<file path="config.mk">
export PLATFORM = sky130hd
export DESIGN_NAME = radix4_booth_seq_mult
export DESIGN_NICKNAME = d
export VERILOG_FILES = /design/src/rtl/radix4_pkg.sv /design/src/rtl/radix4_booth_pp_sel.sv /design/src/rtl/radix4_booth_seq_mult.sv
export SDC_FILE = /design/constraint.sdc
export NUM_CORES = 1
export LEC_CHECK = 0
export CAP_MARGIN = 0
export CORE_AREA = 2 2 264 162
export CTS_CLUSTER_SIZE = 30
export DETAILED_ROUTE_END_ITERATION = 8
export DIE_AREA = 0 0 266 164
export SLEW_MARGIN = 10
export SYNTH_ARGS = -nofsm -noshare
export SYNTH_HDL_FRONTEND = slang
export SYNTH_SLANG_ARGS = --single-unit
</file>
<file path="constraint.sdc">
create_clock -name clk -period 16.7 [get_ports clk]
set_clock_uncertainty 0.1 [all_clocks]
set_input_delay 3.34 -clock clk [delete_from_list [all_inputs] [get_ports clk]]
set_output_delay 3.34 -clock clk [all_outputs]
set_load 0.01 [all_outputs]
</file>
<file path="src/rtl/radix4_pkg.sv">
`default_nettype none
// ============================================================================
// Module      : radix4_pkg
// Description : Shared FSM state codes, Booth digit type and the radix-4
//               Booth recoding function for the sequential multiplier.
// Revision    : 1.0 - initial release
// ============================================================================
package radix4_pkg;

    // Controller state codes
    localparam logic [1:0] S_IDLE = 2'd0;
    localparam logic [1:0] S_CALC = 2'd1;
    localparam logic [1:0] S_DONE = 2'd2;

    // Radix-4 Booth digit: selects 0, +A, +2A, -A or -2A
    typedef enum logic [2:0] {
        ZERO = 3'd0,
        P1   = 3'd1,
        P2   = 3'd2,
        M1   = 3'd3,
        M2   = 3'd4
    } booth_digit_e;

    // Recode one overlapping group {b[i+1], b[i], b[i-1]} into a Booth digit
    function automatic booth_digit_e booth_digit(input logic [2:0] grp);
        booth_digit_e d;
        case (grp)
            3'b000, 3'b111: d = ZERO;
            3'b001, 3'b010: d = P1;
            3'b011:         d = P2;
            3'b100:         d = M2;
            3'b101, 3'b110: d = M1;
            default:        d = ZERO;
        endcase
        return d;
    endfunction

endpackage
`default_nettype wire

</file>
<file path="src/rtl/radix4_booth_pp_sel.sv">
`default_nettype none
// ============================================================================
// Module      : radix4_booth_pp_sel
// Description : Combinational partial-product selector. Produces the
//               double-width two's complement value digit * A.
// Revision    : 1.0 - initial release
// ============================================================================
module radix4_booth_pp_sel
    import radix4_pkg::*;
#(
    parameter int W2 = 34
) (
    input  booth_digit_e         digit_i,
    input  logic [W2-1:0]        a_i,
    output logic [2*W2-1:0]      pp_o
);

    localparam logic [2*W2-1:0] C_ONE = {{(2*W2-1){1'b0}}, 1'b1};

    logic [2*W2-1:0] w_a_wide;
    logic [2*W2-1:0] w_a_dbl;

    // A is already in W2-bit two's complement form, so sign-extend it to the accumulator width
    assign w_a_wide = {{W2{a_i[W2-1]}}, a_i};
    assign w_a_dbl  = {w_a_wide[2*W2-2:0], 1'b0};

    // Select the multiple of A; negation is invert-plus-one
    always_comb begin
        pp_o = '0;
        case (digit_i)
            ZERO:    pp_o = '0;
            P1:      pp_o = w_a_wide;
            P2:      pp_o = w_a_dbl;
            M1:      pp_o = ~w_a_wide + C_ONE;
            M2:      pp_o = ~w_a_dbl + C_ONE;
            default: pp_o = '0;
        endcase
    end

endmodule
`default_nettype wire

</file>
<file path="src/rtl/radix4_booth_seq_mult.sv">
`default_nettype none
// ============================================================================
// Module      : radix4_booth_seq_mult
// Description : Sequential radix-4 Booth multiplier with valid/ready on both
//               sides, per-transaction signed/unsigned mode and a held result.
//               One Booth digit is retired per CALC cycle; timing is fixed.
// Revision    : 1.0 - initial release
// ============================================================================
module radix4_booth_seq_mult
    import radix4_pkg::*;
#(
    parameter int WIDTH = 32
) (
    input  logic                 clk,
    input  logic                 rst_n,
    input  logic                 in_valid,
    output logic                 in_ready,
    input  logic                 signed_mode,
    input  logic [WIDTH-1:0]     multiplicand,
    input  logic [WIDTH-1:0]     multiplier,
    output logic                 out_valid,
    input  logic                 out_ready,
    output logic [2*WIDTH-1:0]   product
);

    // Two guard bits let an unsigned operand with its MSB set still be a
    // positive two's complement number, at the cost of one extra digit.
    localparam int W2    = WIDTH + 2;
    localparam int N     = W2 / 2;
    localparam int CNT_W = $clog2(N) + 1;

    generate
        if (((WIDTH % 2) != 0) || (WIDTH < 4)) begin : g_width_check
            $error("radix4_booth_seq_mult: WIDTH must be even and >= 4");
        end
    endgenerate

    logic [1:0]           state_q, state_d;
    logic [W2-1:0]        a_q, a_d;
    logic [W2:0]          b_q, b_d;      // bit 0 holds the implicit B[-1]
    logic [2*W2-1:0]      acc_q, acc_d;
    logic [CNT_W-1:0]     cnt_q, cnt_d;
    logic [2*WIDTH-1:0]   prod_q, prod_d;

    logic [W2-1:0]        w_a_ext;
    logic [W2-1:0]        w_b_ext;
    booth_digit_e         w_digit;
    logic [2*W2-1:0]      w_pp;
    logic [2*W2-1:0]      w_pp_shifted;
    logic                 unused_acc_hi;

    // Extend operands to W2 bits according to the requested signedness
    always_comb begin
        w_a_ext = {2'b00, multiplicand};
        w_b_ext = {2'b00, multiplier};
        if (signed_mode) begin
            w_a_ext = {{2{multiplicand[WIDTH-1]}}, multiplicand};
            w_b_ext = {{2{multiplier[WIDTH-1]}}, multiplier};
        end
    end

    // The low three bits of the B shift register are always the current Booth group
    assign w_digit = booth_digit(b_q[2:0]);

    radix4_booth_pp_sel #(
        .W2      (W2)
    ) u_pp_sel (
        .digit_i (w_digit),
        .a_i     (a_q),
        .pp_o    (w_pp)
    );

    // Weight the partial product by 4^i, i being the digit index
    assign w_pp_shifted = w_pp << {cnt_q, 1'b0};

    // Controller and datapath next-state logic
    always_comb begin
        state_d = state_q;
        a_d     = a_q;
        b_d     = b_q;
        acc_d   = acc_q;
        cnt_d   = cnt_q;
        prod_d  = prod_q;
        case (state_q)
            S_IDLE: begin
                if (in_valid) begin
                    a_d     = w_a_ext;
                    b_d     = {w_b_ext, 1'b0};
                    acc_d   = '0;
                    cnt_d   = '0;
                    state_d = S_CALC;
                end
            end
            S_CALC: begin
                if (cnt_q == CNT_W'(N)) begin
                    // The product is exact in 2*WIDTH bits; the guard bits are dropped
                    prod_d  = acc_q[2*WIDTH-1:0];
                    state_d = S_DONE;
                end else begin
                    acc_d = acc_q + w_pp_shifted;
                    b_d   = {{2{b_q[W2]}}, b_q[W2:2]};
                    cnt_d = cnt_q + CNT_W'(1);
                end
            end
            S_DONE: begin
                if (out_ready) begin
                    state_d = S_IDLE;
                end
            end
            default: begin
                state_d = S_IDLE;
            end
        endcase
    end

    // State registers; reset discards any in-flight operation
    always_ff @(posedge clk) begin
        if (!rst_n) begin
            state_q <= S_IDLE;
            a_q     <= '0;
            b_q     <= '0;
            acc_q   <= '0;
            cnt_q   <= '0;
            prod_q  <= '0;
        end else begin
            state_q <= state_d;
            a_q     <= a_d;
            b_q     <= b_d;
            acc_q   <= acc_d;
            cnt_q   <= cnt_d;
            prod_q  <= prod_d;
        end
    end

    assign in_ready  = (state_q == S_IDLE);
    assign out_valid = (state_q == S_DONE);
    assign product   = prod_q;

    assign unused_acc_hi = ^acc_q[2*W2-1:2*WIDTH];

endmodule
`default_nettype wire

</file>
After elaboration in Yosys (flattened, before gate mapping)
Memory sizes are Yosys's and may differ from the RTL's. A register that Yosys moved wholly into a read port is not among the register bits.
Index checks and enable logic that the tools add are counted.

operators by class
  add/sub/neg operators = 4
  equality and inequality tests = 11
  shift operators = 1
  muxes and demuxes = 18
  bitwise gates (word level) = 3
  reductions and logical operators = 7

operators with widths
  cell                                            number
  one-hot mux 68 bit (4 select lines)             1
  adder 68 x 1 -> 68 bit (second input constant)  2
  2-to-1 mux 68 bit                               2
  inverter 68 bit                                 2
  one-hot mux 68 bit (2 select lines)             1
  2-to-1 mux 34 bit                               3
  one-hot mux 35 bit (2 select lines)             1
  adder 68 bit                                    1
  << shifter 68 x 7 -> 68 bit                     1
  2-to-1 mux 35 bit                               1
  2-to-1 mux 6 bit                                2
  one-hot mux 6 bit (2 select lines)              1
  AND reduction 3 bit                             3
  adder 6 x 1 -> 6 bit (second input constant)    1
  == test 3 x 2 -> 1 bit (second input constant)  2
  == test 6 x 5 -> 1 bit (second input constant)  1
  2-to-1 mux 2 bit                                3
  2-to-1 mux 3 bit                                2
  inequality test 2 bit (second input constant)   3
  one-hot mux 2 bit (3 select lines)              1
  AND reduction 2 bit                             2
  == test 3 x 1 -> 1 bit (second input constant)  1
  == test 3 bit (second input constant)           1
  == test 2 x 1 -> 1 bit (second input constant)  1
  5 further kinds                                 5

storage, ports and cells
  flip-flop bits (word level) = 209
  bits in read-only memories = 24
  output and inout port bits = 66
  logic and storage cells = 52
  memories kept = 1

memory list
  memory            words  bits a word  rd ports  clocked after memory_dff  wr ports  line              RTL
  (name not given)  8      3            1         1                         0         radix4_pkg.sv:27  case (grp)

Depth between registers and ports, before layout
Gate-level depths: netlist (run 1).

  depth in word-level cells = 7
  mapped depth = 28

Hierarchy
A second synthesis (run 1) with hierarchy kept.

second synthesis, totals
  cell total of the unflattened synthesis = 2313
  area, all modules = 16839.9 um^2

by module, submodules not included
  module                 instances  cells each  area an instance (um^2)  sequential area each (um^2)
  radix4_booth_seq_mult  1          1907        14099.8                  4144.0
  radix4_booth_pp_sel    1          406         2740.1                   0.0

Least setup slack after synthesis (run 1)
OpenSTA, ideal clock, no wires.

  path kind = reg-to-reg
  from = register a_q[1]
  to = register acc_q[62]
  arrival time = 5.787 ns
  setup slack = 10.696 ns
  cell stages (with the launch flop) = 27
  path buffers = 2
  period minus slack after synthesis = 6.004 ns
  cells stage by stage = dfxtp_1 -> buf_2 -> inv_1 -> ha_1 -> or3b_2 -> nor3_2 -> and4_1 -> nor2_1 -> xnor2_1 -> o22ai_2 -> mux2i_2 -> mux4_2 -> mux2i_1 -> a22o_1 -> ha_1 -> clkbuf_1 -> and3_1 -> and2_1 -> a311oi_1 -> a21oi_1 -> a221oi_1 -> o21ai_0 -> a311oi_2 -> o311ai_0 -> a31oi_1 -> xnor2_1 -> a32o_1

on the way
  cells in the longest elaborated chain, start to end = 7

RTL lines
  item                                              line                                                  RTL
  from (decl)                                       radix4_booth_seq_mult.sv:39                           logic [W2-1:0] a_q, a_d;
  from (signal assigned)                            radix4_booth_seq_mult.sv:120                          a_q <= '0;
  from (signal assigned)                            radix4_booth_seq_mult.sv:127                          a_q <= a_d;
  inverter 68 bit, on equally long branches         radix4_booth_pp_sel.sv:35, radix4_booth_pp_sel.sv:34
  adder 68 x 1 -> 68 bit, on equally long branches  radix4_booth_pp_sel.sv:35, radix4_booth_pp_sel.sv:34
  one-hot mux 68 bit (4 select lines) *             radix4_booth_pp_sel.sv:30                             case (digit_i)
  << shifter 68 x 7 -> 68 bit *                     radix4_booth_seq_mult.sv:74                           assign w_pp_shifted = w_pp << {cnt_q, 1'b0};
  adder 68 bit *                                    radix4_booth_seq_mult.sv:100                          acc_d = acc_q + w_pp_shifted;
  2-to-1 mux 68 bit *                               radix4_booth_seq_mult.sv:95                           if (cnt_q == CNT_W'(N)) begin
  one-hot mux 68 bit (2 select lines) *             radix4_booth_seq_mult.sv:84                           case (state_q)
  to (signal assigned)                              radix4_booth_seq_mult.sv:122                          acc_q <= '0;
  to (signal assigned)                              radix4_booth_seq_mult.sv:129                          acc_q <= acc_d;
  to (decl)                                         radix4_booth_seq_mult.sv:41                           logic [2*W2-1:0] acc_q, acc_d;

Mark *: on every way between the ends. The rest lies on a longest branch, timed or not. The select of a mux whose other input is x is not followed.
A chain may end at the register's enable or synchronous reset.

Worst setup path in the final report (run 1)
  from = register a_q[0]
  to = register acc_q[63]

on the way
  cells in the longest elaborated chain, start to end = 7

RTL lines
  item                                              line
  inverter 68 bit, on equally long branches         radix4_booth_pp_sel.sv:34, radix4_booth_pp_sel.sv:35
  adder 68 x 1 -> 68 bit, on equally long branches  radix4_booth_pp_sel.sv:34, radix4_booth_pp_sel.sv:35
  one-hot mux 68 bit (4 select lines) *             radix4_booth_pp_sel.sv:30
  << shifter 68 x 7 -> 68 bit *                     radix4_booth_seq_mult.sv:74
  adder 68 bit *                                    radix4_booth_seq_mult.sv:100
  2-to-1 mux 68 bit *                               radix4_booth_seq_mult.sv:95
  one-hot mux 68 bit (2 select lines) *             radix4_booth_seq_mult.sv:84

Marked as above.

==> results of run 1 <==
[worst max path at each step]
stage,start,end,slack [ps],cells past startpoint
6_report,a_q[0]$_SDFFE_PN0P_,acc_q[63]$_SDFFE_PN0P_,9030,24
3_5_place_dp,a_q[0]$_SDFFE_PN0P_,acc_q[63]$_SDFFE_PN0P_,9220,24
3_3_place_gp,w_digit[0]$_DFF_P_,acc_q[63]$_SDFFE_PN0P_,9160,20
5_1_grt,w_digit[1]$_DFF_P_,acc_q[63]$_SDFFE_PN0P_,8510,23
2_1_floorplan,a_q[1]$_SDFFE_PN0P_,acc_q[62]$_SDFFE_PN0P_,10700,26
4_1_cts,a_q[0]$_SDFFE_PN0P_,acc_q[63]$_SDFFE_PN0P_,9210,24
[cell type report]
cell class / instances / area, um2 / area share
Multi-Input combinational cell: 1740 / 11200 / 0.606
Sequential cell: 207 / 4150 / 0.225
Timing Repair Buffer: 160 / 1530 / 0.0833
Clock buffer: 34 / 707 / 0.0384
Tap cell: 540 / 676 / 0.0367
Inverter: 29 / 109 / 0.00591
Clock inverter: 6 / 76.3 / 0.00414
[power by group through the flow]
stage | clock, W | sequential [W] | combinational [W]
after floorplan | 0 | 0.000530 | 0.000242
after global placement | 0 | 0.000543 | 0.000326
after detailed placement | 0 | 0.000544 | 0.000327
after CTS | 0.000546 | 0.000533 | 0.000329
after global routing | 0.000567 | 0.000536 | 0.000365
final | 0.000528 | 0.000533 | 0.000335
[flip-flops by register name, indices dropped and copies added, names as in the netlist]
name,cells
acc_q,64
cnt_q,6
product,64
w_digit,3
b_q,35
a_q,33
state_q,2
[through the flow]
| stage | total power, W | std cells | util |
|---|---|---|---|
| floorplan | 0.000773 | 2160 | - |
| global placement | 0.000869 | 2676 | 0.428 |
| detailed placement | 0.000871 | 2676 | 0.428 |
| CTS | 0.00141 | 2716 | 0.447 |
| global route | 0.00147 | 2716 | 0.447 |
| finish | 0.00140 | 2716 | 0.447 |
[metal layers]
metal  wire (um)  vias up  share of wire
li1            -     7811              -
met1       27900     7706           0.52
met2       20700      603           0.38
met3        4810       55          0.089
met4         640        0          0.012
met5           0        -              0
[layout by cell type (no fill, tap or decap), types with 12 or more instances in the layout]
master / netlist / routed
nand2_1: 353 / 351
dfxtp_1: 207 / 206
nor2_1: 146 / 144
a21boi_0: 141 / 141
clkdlybuf4s50_1: 0 / 133
o21ai_0: 130 / 130
a21oi_1: 119 / 118
nand3_1: 81 / 80
ha_1: 67 / 67
and2_1: 56 / 55
a21o_1: 52 / 52
xnor2_1: 47 / 47
a22oi_1: 46 / 46
xor2_1: 40 / 40
mux2i_1: 39 / 39
nor3_1: 34 / 34
a211oi_1: 31 / 31
inv_1: 28 / 28
buf_4: 8 / 27
nor2b_1: 25 / 25
nand4_1: 23 / 23
clkbuf_16: 0 / 23
o31ai_1: 21 / 21
a31oi_1: 21 / 21
mux2_2: 15 / 15
or3_1: 14 / 14
o21a_1: 14 / 14
nand2b_1: 12 / 12
mux4_2: 12 / 12
[kinds of logic after synthesis]
group,Yosys count,synth area share
buffers and inverters,213,0.0589
AOI/OAI and AO/OA,714,0.302
DFF,207,0.255
and+or+nand+nor,804,0.232
muxes,67,0.0520
adders and majority gates,68,0.0529
xor gates and xnor gates,87,0.0469
[worst min-delay path, stage by stage, from the launching register on]
cell and delay, ps:
dfxtp_1 310, nand2_1 50, a21boi_0 60
==> impl_metrics.py, run 1 <==
metrics = {
    "worst_setup_path": {
        "r2r_cells": 24,
        "rr_startpoint": "a_q[0]$_SDFFE_PN0P_",
        "required_ps": 17040,
        "r2r-end": "acc_q[63]$_SDFFE_PN0P_",
        "ff2ff_setup_slack_ps": 9030,
        "crit_path_max_fanout": 9,
        "critical_path.max_stage_delay_ps": 940,
        "worst_ep_arrival_time_ps": 8010,
        "crit_path_start_kind": "flop",
        "slowest_stage": "a2111oi_0",
        "path_buf_inv": 1,
        "end_kind": "flop",
        "critPathKind": "flop to flop",
        "path_delay_family": "compound AO/OA/AOI/OAI gates",
        "worstPathCellList": "inv_1 > ha_1 > nor3b_2 > nand4_1 > o31ai_1 > xor2_1 > o22ai_1 > o21ai_0 > mux2i_1 > mux2_2 > a22oi_1 > nor2_1 > ha_1 > nand2_1 > nor2_1 > a221oi_1 > nor2b_1 > a21oi_1 > a2111oi_0 > o31ai_1 > a21oi_1 > xnor2_1 > mux2i_1 > nand2_1",
    },
    "clock_tree": {
        "cts_tree": "yes",
        "cts_max_path_buffers": 3,
        "cts_sinks": 207,
        "clk_pin_slew_ps": 70,
        "cts_root_buffer": "clkbuf_16",
        "post_cts_buffers": 0,
        "post_cts_resized": 0,
        "holdBufCountCts": 0,
        "clkLatencyLatePin_ps": 550,
        "cts_buffers": 23,
        "cts_max_level": 1,
    },
    "synthesis": {
        "synth_seq_cells": 207,
        "synth_cell_types": 98,
        "syn_area_um2": 16200,
        "synth_top_area_frac": 0.255,
        "synth_nets": 2297,
        "yosysMostFrequentCell": "nand2_1",
        "yosys-top-cells-area": "dfxtp_1, nand2_1, a21boi_0",
        "yosys-top-cells-count": "nand2_1, dfxtp_1, nor2_1",
        "synthCells": 2160,
        "synth-async-reset-ratio": 0,
        "yosys_warnings": 0,
        "synth.avg_cell_area_um2": 7.51,
        "seq_area_frac_synth": 0.255,
        "ys.flop_type": "dfxtp_1",
        "yosys.area.top_type": "dfxtp_1",
        "synth_edf_count": 0,
    },
    "sta": {
        "slew_viol_final": 0,
        "worst_pin_slew_ps": 1120,
        "rsz0062_at_grt": "no",
        "setup_ws_ps": 9030,
        "fmax_mhz": 130,
        "setup_violations": 0,
        "fin_hold_ws_ps": 365,
        "slew_headroom": 0.249,
        "hold_viol": 0,
        "post-route-min-period_ps": 7670,
        "post-route-period-util": 0.459,
        "setup_tns_ps": 0,
    },
    "final_layout": {
        "layout.nets": 2298,
        "fillers": 4107,
        "areaGrowthSynthToFinish_pct": 13.5,
        "num_antenna_cells": 0,
        "design_area_um2": 18400,
        "layout-drive-gt1-share": 0.0657,
    },
    "worst_hold_path": {
        "hp-start": "product[31]$_SDFFE_PN0P_",
        "min_path_cells": 2,
        "hold_path_end": "product[31]$_SDFFE_PN0P_",
        "hold_class": "flop to flop",
    },
    "placement": {
        "place_congestion": 1.02,
        "hpwl_um": 40300,
        "place_ws_ps": 9220,
        "io_buffers": 134,
        "placed_cell_area_um2": 17600,
    },
    "floorplan": {
        "die_w_um": 266,
        "coreArea_um2": 41200,
        "dieArea_um2": 43600,
        "die_h_um": 164,
        "io_pins": 135,
        "start_util": 0.394,
        "rows": 58,
    },
    "pwr": {
        "power.net_switching_w": 0.000454,
        "switching_share": 0.325,
        "seqPwrFrac": 0.382,
        "p_per_area_nw_per_um2": 75.9,
        "peakVddDrop_v": 0.0000568,
        "p_leak_nw": 6.99,
        "combPwrFrac": 0.240,
        "internal_power_w": 0.000943,
        "pwr-share-clk": 0.378,
    },
    "detailed_routing": {
        "vias": 16200,
        "dr.pass1.iters": 7,
        "drc": 0,
        "drt-total-wl_um": 54100,
        "wl_per_cell_um": 19.9,
        "via_per_inst": 5.96,
        "postRouteAntennaNets": 0,
        "dr.first_iter.drc_count": 1741,
    },
    "global_route": {
        "overflow": 0,
        "grt_start_max_net_pins": 99,
        "globalRouteMet2Util": 0.331,
        "groute.usage.overall": 0.245,
        "busiest_layer": "met1",
        "grt_pass1_vias": 14900,
        "antenna_found_initial": 0,
        "met1_usage": 0.391,
        "grt_pass1_wl_um": 85900,
        "met3_usage": 0.0555,
    },
    "outcome": {
        "status": "finished, final reports clean",
    },
    "run": {
        "maxCapViolCount": 0,
    },
}
Power figures use the tool's default switching activity.
==> run 2: changes to the inputs <==
==> constraint.sdc (replaced) <==
create_clock -name clk -period 7.3 [get_ports clk]
set_clock_uncertainty 0.1 [all_clocks]
set_input_delay 1.46 -clock clk [delete_from_list [all_inputs] [get_ports clk]]
set_output_delay 1.46 -clock clk [all_outputs]
set_load 0.01 [all_outputs]
==> run 2 against run 1 <==
Compared with the run above:
- via count is 3.2% higher
- critical path depth up 2
- wire length grew 5.2%
- clock-buffer cell count down 4
- final cell count up 4.7%
- clock power up 120%
- first-iteration DRC count fell by 4.6%
- cell area grew 5.2%
- global-route usage increased by 1.3 points
- worst setup slack got worse by 8600 ps
- critical path type unchanged
- largest power group unchanged
==> impl_metrics.py, run 2 (synthesized netlist as in run 1, its figures left out) <==
metrics = {
    "clock_tree": {
        "clk_pin_slew_ps": 70,
        "cts_tree": "yes",
        "cts_buffers": 22,
        "clkLatencyLatePin_ps": 550,
        "cts_max_path_buffers": 3,
        "cts_max_level": 1,
        "post_cts_buffers": 0,
        "holdBufCountCts": 0,
        "cts_root_buffer": "clkbuf_16",
        "cts_sinks": 207,
    },
    "sta": {
        "slew_headroom": 0.265,
        "post-route-min-period_ps": 6840,
        "setup_violations": 0,
        "setup_ws_ps": 456,
        "hold_viol": 0,
        "rsz0062_at_grt": "no",
        "slew_viol_final": 0,
        "fin_hold_ws_ps": 364,
        "fmax_mhz": 146,
        "post-route-period-util": 0.938,
        "worst_pin_slew_ps": 1100,
        "setup_tns_ps": 0,
    },
    "placement": {
        "place_congestion": 1.05,
        "dp_cells": 2803,
        "hpwl_um": 43800,
        "place_ws_ps": 494,
        "placed_cell_area_um2": 18600,
        "io_buffers": 134,
    },
    "detailed_routing": {
        "via_per_inst": 5.87,
        "drt-total-wl_um": 56900,
        "postRouteAntennaNets": 0,
        "dr.first_iter.drc_count": 1661,
        "wl_per_cell_um": 20.0,
        "vias": 16700,
        "dr.pass1.iters": 5,
        "drc": 0,
    },
    "final_layout": {
        "layout.nets": 2424,
        "stdcell_count": 2843,
        "design_area_um2": 19400,
        "areaGrowthSynthToFinish_pct": 19.3,
        "layout_common_cells": "nand2_1, dfxtp_1, buf_4, nor2_1, a21boi_0",
        "layout_commonest_cell": "nand2_1",
        "layout-drive-gt1-share": 0.118,
    },
    "pwr": {
        "combPwrFrac": 0.265,
        "seqPwrFrac": 0.378,
        "power.net_switching_w": 0.00105,
        "p_leak_nw": 7.58,
        "pwr-share-clk": 0.358,
        "peakVddDrop_v": 0.000136,
        "switching_share": 0.326,
        "p_per_area_nw_per_um2": 167,
        "internal_power_w": 0.00218,
    },
    "global_route": {
        "globalRouteMet2Util": 0.343,
        "grt_start_max_net_pins": 93,
        "met3_usage": 0.0733,
        "grt_pass1_wl_um": 89400,
        "antenna_found_initial": 0,
        "groute.usage.overall": 0.258,
        "busiest_layer": "met1",
        "overflow": 0,
        "grt_pass1_vias": 15300,
        "met1_usage": 0.405,
    },
    "run": {
        "maxCapViolCount": 0,
    },
    "worst_setup_path": {
        "critical_path.max_stage_delay_ps": 560,
        "path_delay_family": "compound AO/OA/AOI/OAI gates",
        "crit_path_max_fanout": 9,
        "required_ps": 7640,
        "end_kind": "flop",
        "path_buf_inv": 3,
        "crit_path_start_kind": "flop",
        "rr_startpoint": "a_q[1]$_SDFFE_PN0P_",
        "slowest_stage": "mux4_2",
        "critPathKind": "flop to flop",
        "worst_ep_arrival_time_ps": 7190,
        "ff2ff_setup_slack_ps": 460,
        "critPathLaunch": "a_q[1]$_SDFFE_PN0P_",
    },
    "floorplan": {
        "die_w_um": 266,
        "start_util": 0.394,
        "dieArea_um2": 43600,
        "die_h_um": 164,
        "io_pins": 135,
        "rows": 58,
        "coreArea_um2": 41200,
    },
    "outcome": {
        "status": "finished, final reports clean",
    },
    "worst_hold_path": {
        "hold_class": "flop to flop",
        "hp-start": "product[37]$_SDFFE_PN0P_",
    },
}
## run 2: final cells by class
type	instances	area, um2
Multi-Input combinational cell	1740	11200
Tap cell	540	676
Antenna cell	1	2.50
Clock inverter	9	109
Clock buffer	30	621
Timing Repair Buffer	287	2510
Fill cell	4114	21900
Inverter	29	109
Sequential cell	207	4150
## run 2: tightest hold or removal path, cell delays in order (launching register included)
cell and delay [ps]:
dfxtp_1 310, nand2_1 40, a21boi_0 60
## run 2: path summary, 6_finish.rpt
check | depth (start not counted) | end
worst max-delay path | 26 | acc_q[62]$_SDFFE_PN0P_
worst min-delay path | 2 | product[37]$_SDFFE_PN0P_
worst max register to register | 26 | acc_q[62]$_SDFFE_PN0P_
worst min register to register | 2 | product[37]$_SDFFE_PN0P_
## run 2: through the flow
| stage | total power, W | util |
|---|---|---|
| final | 0.00323 | 0.470 |
| after global routing | 0.00339 | 0.470 |
| after CTS | 0.00325 | 0.469 |
| after detailed placement | 0.00208 | 0.452 |
| after global placement | 0.00208 | 0.452 |
| after floorplan | 0.00177 | - |
## run 2: metal layers
layer / vias to the layer above / wire (um)
met5: - / 0
met4: 0 / 722
met3: 44 / 5530
met2: 588 / 21500
met1: 7999 / 29100
li1: 8061 / -
## run 2: power groups by stage
stage          clock [W]  combinational, W  sequential [W]
3_5_place_dp           0          0.000835         0.00125
5_1_grt          0.00124          0.000927         0.00123
3_3_place_gp           0          0.000832         0.00124
4_1_cts          0.00119          0.000840         0.00122
6_report         0.00116          0.000855         0.00122
2_1_floorplan          0          0.000555         0.00121
## run 2: what timing repair did
| action | 4_1_cts | 5_1_grt |
|---|---|---|
| resized for setup | 0 | 5 |
| hold endpoints to repair | 0 | 0 |
| setup endpoints to repair | 0 | 7 |
==> run 3: changes to the inputs <==
--- a/config.mk
+++ b/config.mk
@@ -6,10 +6,12 @@
 export NUM_CORES = 1
 export LEC_CHECK = 0
 export CAP_MARGIN = 0
-export CORE_AREA = 2 2 264 162
+export CORE_AREA = 2 2 216 133
 export CTS_CLUSTER_SIZE = 30
 export DETAILED_ROUTE_END_ITERATION = 8
-export DIE_AREA = 0 0 266 164
+export DIE_AREA = 0 0 218 135
+export GPL_TIMING_DRIVEN = 0
+export PLACE_DENSITY = 0.81
 export SLEW_MARGIN = 10
 export SYNTH_ARGS = -nofsm -noshare
 export SYNTH_HDL_FRONTEND = slang
==> run 3 against run 2 <==
Compared with the run above:
- clock power is 5% lower
- non-clock buffer count is 35 higher
- critical endpoint is now acc_q[49]$_SDFFE_PN0P_
- fmax is 5.4% lower
- largest cell class unchanged
==> impl_metrics.py, run 3 (synthesized netlist as in run 1, its figures left out) <==
metrics = {
    "worst_setup_path": {
        "r2r-end": "acc_q[49]$_SDFFE_PN0P_",
        "critical_path.max_stage_delay_ps": 760,
        "r2r_cells": 21,
        "path_delay_family": "compound AO/OA/AOI/OAI gates",
        "critPathKind": "flop to flop",
        "ff2ff_setup_slack_ps": 60,
        "end_kind": "flop",
        "rr_startpoint": "w_digit[1]$_DFF_P_",
        "worstPathCellList": "clkbuf_2 > clkbuf_1 > a21oi_1 > a21oi_1 > o22ai_1 > o21ai_0 > mux4_2 > nor2_1 > a31oi_1 > nor2_1 > ha_1 > clkbuf_1 > nand2_1 > o41ai_1 > a32oi_1 > a21o_1 > o31a_1 > o21ai_0 > o21ai_0 > nor4b_1 > a211o_1",
        "cp_common_cell": "o21ai_0",
        "slowest_stage": "dfxtp_1",
        "crit_path_start_kind": "flop",
        "worst_ep_arrival_time_ps": 7610,
        "required_ps": 7680,
        "path_buf_inv": 3,
        "crit_path_max_fanout": 10,
    },
    "floorplan": {
        "coreArea_um2": 27300,
        "dieArea_um2": 29400,
        "io_pins": 135,
        "rows": 47,
        "start_util": 0.595,
        "die_h_um": 135,
        "die_w_um": 218,
    },
    "detailed_routing": {
        "dr.first_iter.drc_count": 2790,
        "dr.pass1.iters": 7,
        "postRouteAntennaNets": 0,
        "drc": 0,
        "wl_met3_um": 11500,
        "wl_met1_um": 27000,
        "drt-total-wl_um": 65300,
        "routed.top_layer": "met5",
        "via_per_inst": 6.80,
        "vias": 18400,
        "route.met2.wl_um": 25000,
        "wl_per_cell_um": 24.2,
    },
    "final_layout": {
        "design_area_um2": 18900,
        "layout-drive-gt1-share": 0.0749,
        "layout_commonest_cell": "nand2_1",
        "layout.nets": 2458,
        "areaGrowthSynthToFinish_pct": 16.6,
        "fillers": 2192,
        "stdcell_count": 2703,
        "layout_common_cells": "nand2_1, dfxtp_1, nor2_1, a21boi_0, clkdlybuf4s50_1",
    },
    "clock_tree": {
        "cts_sinks": 207,
        "cts_buffers": 21,
        "clk_pin_slew_ps": 60,
        "clkLatencyLatePin_ps": 540,
        "cts_max_path_buffers": 3,
        "cts_root_buffer": "clkbuf_16",
        "cts_tree": "yes",
        "cts_max_level": 1,
    },
    "placement": {
        "placed_cell_area_um2": 18000,
        "place_congestion": 1.10,
        "dp_cells": 2662,
        "io_buffers": 134,
        "hpwl_um": 49800,
    },
    "sta": {
        "post-route-min-period_ps": 7240,
        "hold_viol": 0,
        "rsz0062_at_grt": "yes",
        "slew_headroom": 0.259,
        "post-route-period-util": 0.991,
        "fin_hold_ws_ps": 361,
        "fmax_mhz": 138,
        "setup_violations": 0,
        "slew_viol_final": 0,
        "worst_pin_slew_ps": 1110,
    },
    "pwr": {
        "p_leak_nw": 7.23,
        "pwr-share-clk": 0.343,
        "seqPwrFrac": 0.374,
        "internal_power_w": 0.00210,
        "p_per_area_nw_per_um2": 170,
        "switching_share": 0.347,
        "power.net_switching_w": 0.00112,
        "combPwrFrac": 0.283,
        "peakVddDrop_v": 0.000165,
    },
    "global_route": {
        "overflow": 0,
        "grt_start_max_net_pins": 14,
        "grt_pass1_vias": 16800,
        "grt_pass1_wl_um": 98000,
        "antenna_found_initial": 1,
        "groute.usage.overall": 0.430,
    },
    "worst_hold_path": {
        "hp-start": "product[25]$_SDFFE_PN0P_",
        "min_path_cells": 2,
        "hold_path_end": "product[25]$_SDFFE_PN0P_",
        "hold_class": "flop to flop",
    },
    "run": {
        "maxCapViolCount": 0,
    },
    "outcome": {
        "status": "finished, final reports clean",
    },
}
[run 3: worst max-delay path by stage]
stage | startpoint | endpoint | slack, ps | cells past startpoint
finish | w_digit[1]$_DFF_P_ | acc_q[49]$_SDFFE_PN0P_ | 60 | 21
global route | a_q[1]$_SDFFE_PN0P_ | acc_q[62]$_SDFFE_PN0P_ | -20 | 28
CTS | a_q[1]$_SDFFE_PN0P_ | acc_q[61]$_SDFFE_PN0P_ | 60 | 27
detailed placement | w_digit[1]$_DFF_P_ | acc_q[62]$_SDFFE_PN0P_ | -270 | 24
global placement | w_digit[2]$_SDFF_PP0_ | acc_q[63]$_SDFFE_PN0P_ | -1150 | 23
floorplan | a_q[1]$_SDFFE_PN0P_ | acc_q[62]$_SDFFE_PN0P_ | 1300 | 26
[run 3: cell type report]
type	count	area [um2]	share of cell area
buffer	183	856	0.0452
antenna	1	2.50	0.000132
tap	367	459	0.0243
clock inverter	4	48.8	0.00258
inverter	29	109	0.00575
clock buffer	33	621	0.0328
timing repair buffer	139	1390	0.0737
sequential	207	4140	0.219
multi-input combinational	1740	11300	0.596
[run 3: layer usage]
metal | vias to the layer above | global-route usage
met5 | - | 0
met4 | 2 | 0.103
met1 | 8655 | 0.608
li1 | 8136 | -
met3 | 188 | 0.201
met2 | 1390 | 0.582
[run 3: metrics by stage]
step | TNS, ps | total power, W | utilization | setup WS (ps)
after floorplan | 0 | 0.00177 | - | 1300
after global placement | -4410 | 0.00203 | 0.661 | -1150
after detailed placement | -913 | 0.00205 | 0.661 | -273
after CTS | 0 | 0.00314 | 0.687 | 63.0
after global routing | -25.3 | 0.00330 | 0.693 | -21.3
final | 0 | 0.00321 | 0.693 | 64.9
[run 3: worst min-delay path, stage by stage, from the launching register on]
cell      delay [ps]
dfxtp_1          310
nand2_1           40
a21boi_0          60
[run 3: power by group through the flow]
| stage | sequential [W] | combinational [W] | clock (W) |
|---|---|---|---|
| after global routing | 0.00120 | 0.000952 | 0.00114 |
| after global placement | 0.00122 | 0.000810 | 0 |
| after floorplan | 0.00121 | 0.000555 | 0 |
| after CTS | 0.00120 | 0.000842 | 0.00110 |
| after detailed placement | 0.00122 | 0.000829 | 0 |
| final | 0.00120 | 0.000910 | 0.00110 |
[run 3: what timing repair did]
item	in CTS	in global routing
endpoints found under the setup margin	8	22
resized for setup	10	43
setup buffers	2	2
pin swaps	3	4
hold buffers	0	0
